**src/rtl/cache_way_fill.sv**
```systemverilog
// Miss-handling / write-path controller for a 4-way set-associative cache:
// victim select, dirty writeback, line fetch, and one-hot way write.
module cache_way_fill #(
  parameter int LINE_SIZE_BYTES = 4,
  parameter int TAG_BITS        = 18,
  parameter int WAYS            = 4
) (
  input  logic                                        i_clk,
  input  logic                                        i_rst,
  input  logic                                        i_req_valid,
  output logic                                        o_req_ready,
  input  logic [TAG_BITS-1:0]                         i_req_tag,
  input  logic                                        i_req_write,
  input  logic [LINE_SIZE_BYTES*8-1:0]                i_req_wdata,
  input  logic [WAYS*(3+TAG_BITS+LINE_SIZE_BYTES*8)-1:0] i_way_entry,
  output logic                                        o_wb_valid,
  input  logic                                        i_wb_ready,
  output logic [TAG_BITS-1:0]                         o_wb_tag,
  output logic [LINE_SIZE_BYTES*8-1:0]                o_wb_data,
  output logic                                        o_mem_req_valid,
  input  logic                                        i_mem_req_ready,
  output logic [TAG_BITS-1:0]                         o_mem_req_tag,
  input  logic                                        i_mem_rsp_valid,
  input  logic [LINE_SIZE_BYTES*8-1:0]                i_mem_rsp_data,
  output logic [3:0]                                  o_way_we,
  output logic [3+TAG_BITS+LINE_SIZE_BYTES*8-1:0]     o_way_entry,
  output logic [3:0]                                  o_lru_clr,
  output logic                                        o_done,
  output logic [1:0]                                  o_done_way
);

  localparam int LINE_BITS = LINE_SIZE_BYTES * 8;
  localparam int E         = 3 + TAG_BITS + LINE_BITS;
  localparam int V_BIT     = E - 1;
  localparam int L_BIT     = E - 2;
  localparam int D_BIT     = E - 3;

  localparam logic [2:0] S_IDLE  = 3'd0;
  localparam logic [2:0] S_WB    = 3'd1;
  localparam logic [2:0] S_REQ   = 3'd2;
  localparam logic [2:0] S_WAIT  = 3'd3;
  localparam logic [2:0] S_WRITE = 3'd4;
  localparam logic [2:0] S_DONE  = 3'd5;

  logic [2:0]           state;
  logic [1:0]           victim_q;
  logic [3:0]           lru_q;
  logic [TAG_BITS-1:0]  vtag_q;
  logic [LINE_BITS-1:0] vdata_q;
  logic [TAG_BITS-1:0]  req_tag_q;
  logic                 req_write_q;
  logic [LINE_BITS-1:0] req_wdata_q;
  logic [LINE_BITS-1:0] fill_q;

  logic [1:0]           sel_way;
  logic                 sel_found;
  logic [E-1:0]         sel_entry;
  logic                 accept;

  // Victim priority: first invalid way, then first way with lru=0, else way 0.
  // NOTE: every always_comb output gets a default first so no latch is inferred.
  always_comb begin
    sel_way   = 2'd0;
    sel_found = 1'b0;
    for (int k = 0; k < WAYS; k++) begin
      if (!sel_found && !i_way_entry[k*E + V_BIT]) begin
        sel_way   = 2'(k);
        sel_found = 1'b1;
      end
    end
    for (int k = 0; k < WAYS; k++) begin
      if (!sel_found && !i_way_entry[k*E + L_BIT]) begin
        sel_way   = 2'(k);
        sel_found = 1'b1;
      end
    end
  end

  assign sel_entry = i_way_entry[sel_way*E +: E];
  assign accept    = i_req_valid && (state == S_IDLE);

  // NOTE: state registers use non-blocking assignments so every flop samples
  // pre-edge values regardless of statement order.
  always_ff @(posedge i_clk or posedge i_rst) begin
    if (i_rst) begin
      state       <= S_IDLE;
      victim_q    <= '0;
      lru_q       <= '0;
      vtag_q      <= '0;
      vdata_q     <= '0;
      req_tag_q   <= '0;
      req_write_q <= 1'b0;
      req_wdata_q <= '0;
      fill_q      <= '0;
    end else begin
      case (state)
        S_IDLE: begin
          if (accept) begin
            victim_q    <= sel_way;
            vtag_q      <= sel_entry[LINE_BITS +: TAG_BITS];
            vdata_q     <= sel_entry[LINE_BITS-1:0];
            req_tag_q   <= i_req_tag;
            req_write_q <= i_req_write;
            req_wdata_q <= i_req_wdata;
            for (int k = 0; k < WAYS; k++) lru_q[k] <= i_way_entry[k*E + L_BIT];
            state <= (sel_entry[V_BIT] && sel_entry[D_BIT]) ? S_WB : S_REQ;
          end
        end
        S_WB:    if (i_wb_ready)      state <= S_REQ;
        S_REQ:   if (i_mem_req_ready) state <= S_WAIT;
        S_WAIT: begin
          if (i_mem_rsp_valid) begin
            fill_q <= i_mem_rsp_data;
            state  <= S_WRITE;
          end
        end
        S_WRITE: state <= S_DONE;
        default: state <= S_IDLE;
      endcase
    end
  end

  logic [3:0] victim_oh;
  assign victim_oh = 4'b0001 << victim_q;

  // Outputs decode only the state register and captured data, never the ready
  // inputs; data buses read zero outside the state that qualifies them.
  always_comb begin
    o_req_ready     = (state == S_IDLE);
    o_wb_valid      = 1'b0;
    o_wb_tag        = '0;
    o_wb_data       = '0;
    o_mem_req_valid = 1'b0;
    o_mem_req_tag   = '0;
    o_way_we        = '0;
    o_way_entry     = '0;
    o_lru_clr       = '0;
    o_done          = 1'b0;
    o_done_way      = '0;
    case (state)
      S_WB: begin
        o_wb_valid = 1'b1;
        o_wb_tag   = vtag_q;
        o_wb_data  = vdata_q;
      end
      S_REQ: begin
        o_mem_req_valid = 1'b1;
        o_mem_req_tag   = req_tag_q;
      end
      S_WRITE: begin
        o_way_we    = victim_oh;
        o_way_entry = {1'b1, 1'b1, req_write_q, req_tag_q,
                       req_write_q ? req_wdata_q : fill_q};
        // Once the other three ways all carry lru=1, reset them so the
        // pseudo-LRU state never saturates.
        if ((lru_q | victim_oh) == 4'hF) o_lru_clr = ~victim_oh;
      end
      S_DONE: begin
        o_done     = 1'b1;
        o_done_way = victim_q;
      end
      default: ;
    endcase
  end

endmodule
```
**config.mk**
```make
export PLATFORM = sky130hd
export DESIGN_NAME = cache_way_fill
export DESIGN_NICKNAME = d
export VERILOG_FILES = /design/src/rtl/cache_way_fill.sv
export SDC_FILE = /design/constraint.sdc
export NUM_CORES = 1
export LEC_CHECK = 0
export CORE_MARGIN = 2
export CORE_UTILIZATION = 30
export CTS_CLUSTER_SIZE = 30
export DETAILED_ROUTE_END_ITERATION = 7
export DONT_BUFFER_PORTS = 1
export HOLD_SLACK_MARGIN = 0.08
export PLACE_DENSITY = 0.43
export SYNTH_ARGS = -nofsm -noshare
export SYNTH_HDL_FRONTEND = slang
export SYNTH_SLANG_ARGS = --single-unit
```
**constraint.sdc**
```tcl
create_clock -name i_clk -period 11.1 [get_ports i_clk]
set_input_delay 2.22 -clock i_clk [delete_from_list [all_inputs] [get_ports i_clk]]
set_output_delay 2.22 -clock i_clk [all_outputs]
set_load 0.02 [all_outputs]
```
# --- Word level (Yosys, flattened, before mapping) ---
# Index checks and enable logic that the tools add are counted.
totals:
  ff_bits: 142
  latch_bits: 0
  ramBits: 0
  mem_bits_ro: 0
  inputBits: 301
  output_inout_bits: 135
  mem_count: 0
classes:
  add_sub_neg: 0
  n_mul: 1
  div_mod_pow: 0
  n_lt_le_gt_ge: 0
  eq_ne: 10
  shifts: 2
  n_mux: 32
  bitwise: 2
  reduce_logical: 26
ops:
  columns: ["operator", "n"]
  rows:
  - ["$shiftx A212 B9 Y53", 1]
  - ["$mux W32", 2]
  - ["$mux W53", 1]
  - ["$mux W18", 2]
  - ["$mux W2", 8]
  - ["$pmux W3 S5", 1]
  - ["$logic_not A1 Y1", 13]
  - ["$mux W3", 4]
  - ["$mux W4", 3]
  - ["$mux W1", 11]
  - ["$logic_and A1 B1 Y1", 9]
  - ["$mul A2 B6 Y8 const B", 1]
  - ["$eq A3 B2 Y1 const B", 2]
  - ["$eq A3 B3 Y1 const B", 2]
  - ["$ne A2 B2 Y1 const B", 3]
  - ["$eq A4 B4 Y1 const B", 1]
  - ["$not A4 Y4", 1]
  - ["$or A4 B4 Y4", 1]
  - ["$reduce_and A2 Y1", 2]
  - ["$reduce_and A4 Y1", 1]
  - ["$shl A1 B2 Y4 const A", 1]
  - ["$eq A3 B1 Y1 const B", 1]
  - ["$logic_not A3 Y1", 1]
  - ["$ne A2 B1 Y1 const B", 1]

# --- Logic depth before layout (Yosys ltp) ---
logic_depth:
  word_depth: 27
  mapped_depth: 7
  mapped_depth_nobuf: 5

# --- Least setup slack after synthesis ---
# No wires, ideal clock.
synth_timing:
  kind: "register to output"
  start: "register state[2]"
  end: "output o_mem_req_tag[10]"
  t_arrival_ns: 1.696
  required_ns: 8.880
  path_slack_ns: 7.184
  stages_incl_launch_ff: 5
  path_buffers: 2
  cell_sequence: "dfrtp_1 -> clkbuf_1 -> nor3b_1 -> clkbuf_1 -> and2_1"
synth_via:
  elab_chain_cells: 2
synth_lines:
  columns: ["element", "line", "source"]
  rows:
  - ["start: declaration", "45", "logic [2:0] state;"]
  - ["start signal: assignment", "106", "state <= (sel_entry[V_BIT] && sel_entry[D_BIT]) ? S_WB : S_REQ;"]
  - ["$eq A3 B2 Y1", "140", "case (state)"]
  - ["$mux W18", "140", null]
  - ["end: declaration", "22", "output logic [TAG_BITS-1:0] o_mem_req_tag,"]
# Every way passes these cells.

# --- Worst setup path after layout ---
layout_timing:
  start: "register state[1]"
  end: "output o_lru_clr[3]"
layout_via:
  elab_chain_cells: 2
layout_lines:
  columns: ["element", "line", "source"]
  rows:
  - ["$eq A3 B3 Y1", "140", null]
  - ["$mux W4", "140", null]
  - ["end: declaration", "27", "output logic [3:0] o_lru_clr,"]
# Every way passes these cells.

==> summary.md <==
| Metric | Value |
|---|---|
| Mapped cell area | 0.00825 mm² |
| Worst EP required | slightly below 9 ns |
| Final setup fails | 0 |
| Switching Share | 41.5% |
| CTS tree | built |
| Post-route insts no fill | 1299 |
| Worst Path Arrival | approximately 4.2 ns |
| Worst rel slew slack | 18.4% |
| PnR worst setup slack | about 4.7 ns |
| DRC | 0 |
| Final setup TNS | 0 ns |
| Die width | ~170 µm |
| Worst slew pin tran | 1.22 ns |
| Main synth FF type | dfrtp_1 |
| Pleak | just under 0.004 µW |
| Num rows | 60 |
| F_max | 156 MHz |
| Asr flop ratio synth | 100% |
| Share of layout cells above drive strength 1 | a little under a tenth |
| Critical path class | flip-flop to output pin |
| Power Internal | about 1400 µW |
| First-pass GRT wire length | ~46000 µm |
| Post-layout instance area | roughly 0.009 mm² |
| Max-cap violation count | 0 |
| Met2 Resource Use GR | 38.2% |
| Worst setup SP type | flip-flop |
| H-tree depth | 4 |
| DRT iter0 DRCs | 427 |
| DP HPWL | 21100 µm |
| GR Util All Layers | a little over a fifth |
| Multi-input combinational cell area | 0.00437 mm² |
| Worst-skew pair later-pin latency | 0.42 ns |
| Tmin final | between 6 and 7 ns |
| Period utilization | 57.6% |
| Area growth syn-to-layout | 9.70% |
| Num CTS Buffers | 17 |
| Dpl cell area | around 0.0085 mm² |
| Initial antenna violation count | 1 |
| FF+latch count, synth | approximately 140 |
| Commonest non-fill, non-tap cell in the layout | nand2_1 |
| Most frequent cells in the layout | nand2_1, dfrtp_1, nor2_1, and2_1, nand3_1 |
| Logic gate share of total power | 35.8% |
| Mean post-synth cell area | approximately 8.3 µm² |
| Post-CTS Resized | 0 |
| Antenna Nets Post-Route | 0 |
| RD Place Congestion | between 0.8 and 0.9 |
| # port buffers | 0 |
| Status | complete, no violations |
| Synth unique cells | 34 |
| RSZ-0062 raised after global routing | no |
| EDFF count, synth | 0 |
| Type of the worst min-delay path | flip-flop to flip-flop |
| Chip Height | roughly 170 µm |
| Maximum fanout along the worst path | 35 |
| Yosys warning total | 0 |
| Clock Skew | roughly 0.015 ns |
| Via Count | between 7000 and 8000 |
| Clock Pin Slew Worst Setup and Hold Paths | roughly 0.06 ns |
| Nets@finish | about 1200 |
| Initial Util | 30.6% |
| Power per Cell Area | approximately 270 mW/mm² |
| Core region area | around 0.027 mm² |
| Crit path capture type | output pin |
| FF-to-FF setup slack | just over 8 ns |
| Hold Vio Cnt, Final | 0 |
| Largest net degree at the start of global routing | between 80 and 90 |
| Vias/cell | 5.56 |
| WL/cell | between 20 and 25 µm |
| Pins Over Slew Limit | 0 |
| Die area | 0.0289 mm² |
| Met1 Use GR | approximately a quarter |
| Met3 usage in global routing | 5.21% |
| Fill cells | between 2000 and 3000 |
| Longest Clk Path Bufs | 2 |
| Total net switching power | between 900 and 1000 µW |
| Sequential area share after synthesis | 43.0% |
| Root buffer cell | clkbuf_16 |
| Vias in the first global route | 7461 |
| IO Count | roughly 440 |
| Clock network power share | around a quarter |
| Syn nets | roughly 1300 |
| CTS Sinks | 142 |
| Worst vdd ir | between 0.00009 and 0.0001 V |
| Register share of total power | between 30% and 40% |
| Placed cells | around 1300 |
| Final wirelength | a little over 30000 µm |
| Pre-CTS WS | 5.21 ns |
| Register Area | about 0.0036 mm² |
| Top Usage Layer GRT | met2 |
| Synth Instances | between 900 and 1000 |
| Hold_buf cts | 0 |
| GRT overflow | 0 |
| DR pass1 iterations | 5 |
| Postcts setup bufs | 0 |
## path summary, 6_finish.rpt
path / endpoint / startpoint / cells after the start
setup / recovery: o_lru_clr[3] / state[1] / 5
hold / removal: lru_q[1] / lru_q[1] / 2
setup reg to reg: state[2] / state[1] / 3
hold reg to reg: lru_q[1] / lru_q[1] / 2
max in group asynchronous: req_wdata_q[26] / i_rst / 2
min in group asynchronous: req_tag_q[2] / i_rst / 1
## Yosys cell counts (3+ instances only)
master,number,area [µm²]
nand2_1,281,1050
dfrtp_1,142,3550
nor2_1,88,330
and2_1,72,450
nand3_1,56,280
a21o_1,51,383
a221oi_1,50,438
a31oi_1,50,313
clkbuf_1,48,180
mux2i_1,34,340
mux2_2,33,372
buf_2,31,155
and3_1,22,138
a21oi_1,5,25.0
nor2b_1,5,31.3
nor3_1,4,20.0
buf_1,3,11.3
inv_1,3,11.3
## logic make-up (layout without fill, tap and decap cells)
group | Yosys count | after routing | synth area share, %
flops | 142 | 142 | 43.0
mux | 67 | 67 | 8.63
buf+inv | 88 | 47 | 4.56
compound gates | 166 | 166 | 15.2
simple gates | 535 | 535 | 28.6
other cells | 0 | 1 | 0
## registers in the layout, summed over array words and instances, names as in the netlist
register     flops
req_write_q      1
lru_q            4
vtag_q          18
fill_q          32
req_tag_q       18
vdata_q         32
state            3
req_wdata_q     32
victim_q         2
## power by group through the flow
| stage | Sequential [µW] | Combinational (µW) | Clock [µW] |
|---|---|---|---|
| floorplan | 867 | 737 | 0 |
| global placement | 960 | 868 | 0 |
| detailed placement | 960 | 876 | 0 |
| CTS | 952 | 875 | 611 |
| global route | 982 | 959 | 637 |
| finish | 951 | 861 | 595 |
## worst max-delay path: stages, from the launching register on
cell	delay (ns)
dfrtp_1	0.53
nor2_1	0.89
nand2_1	1.01
inv_1	0.67
nand2_1	0.23
a21oi_1	0.43
## area by class of cell
cell class	instances	share of cell area [%]
sequential	142	39.3
clock buffer	17	4.70
timing repair buffer	11	0.912
antenna	1	0.0276
tap	341	4.71
multi-input combinational	768	48.3
clock inverter	15	1.89
inverter	4	0.221
## per-layer routing
| metal | share of wire (%) | vias up |
|---|---|---|
| met1 | 40 | 3572 |
| met2 | 52 | 314 |
| met4 | 0.91 | 2 |
| met3 | 7.2 | 17 |
| li1 | - | 3313 |
| met5 | 0.052 | - |
## stage by stage
stage               util, %  hold WS (ns)  total power [µW]
detailed placement     31.4         0.460              1840
finish                 33.6         0.470              2410
global route           33.6         0.496              2580
global placement       31.4         0.458              1830
CTS                    33.6         0.478              2440
floorplan                 -         0.439              1600
No activity file was read; power rests on OpenSTA's default activity.
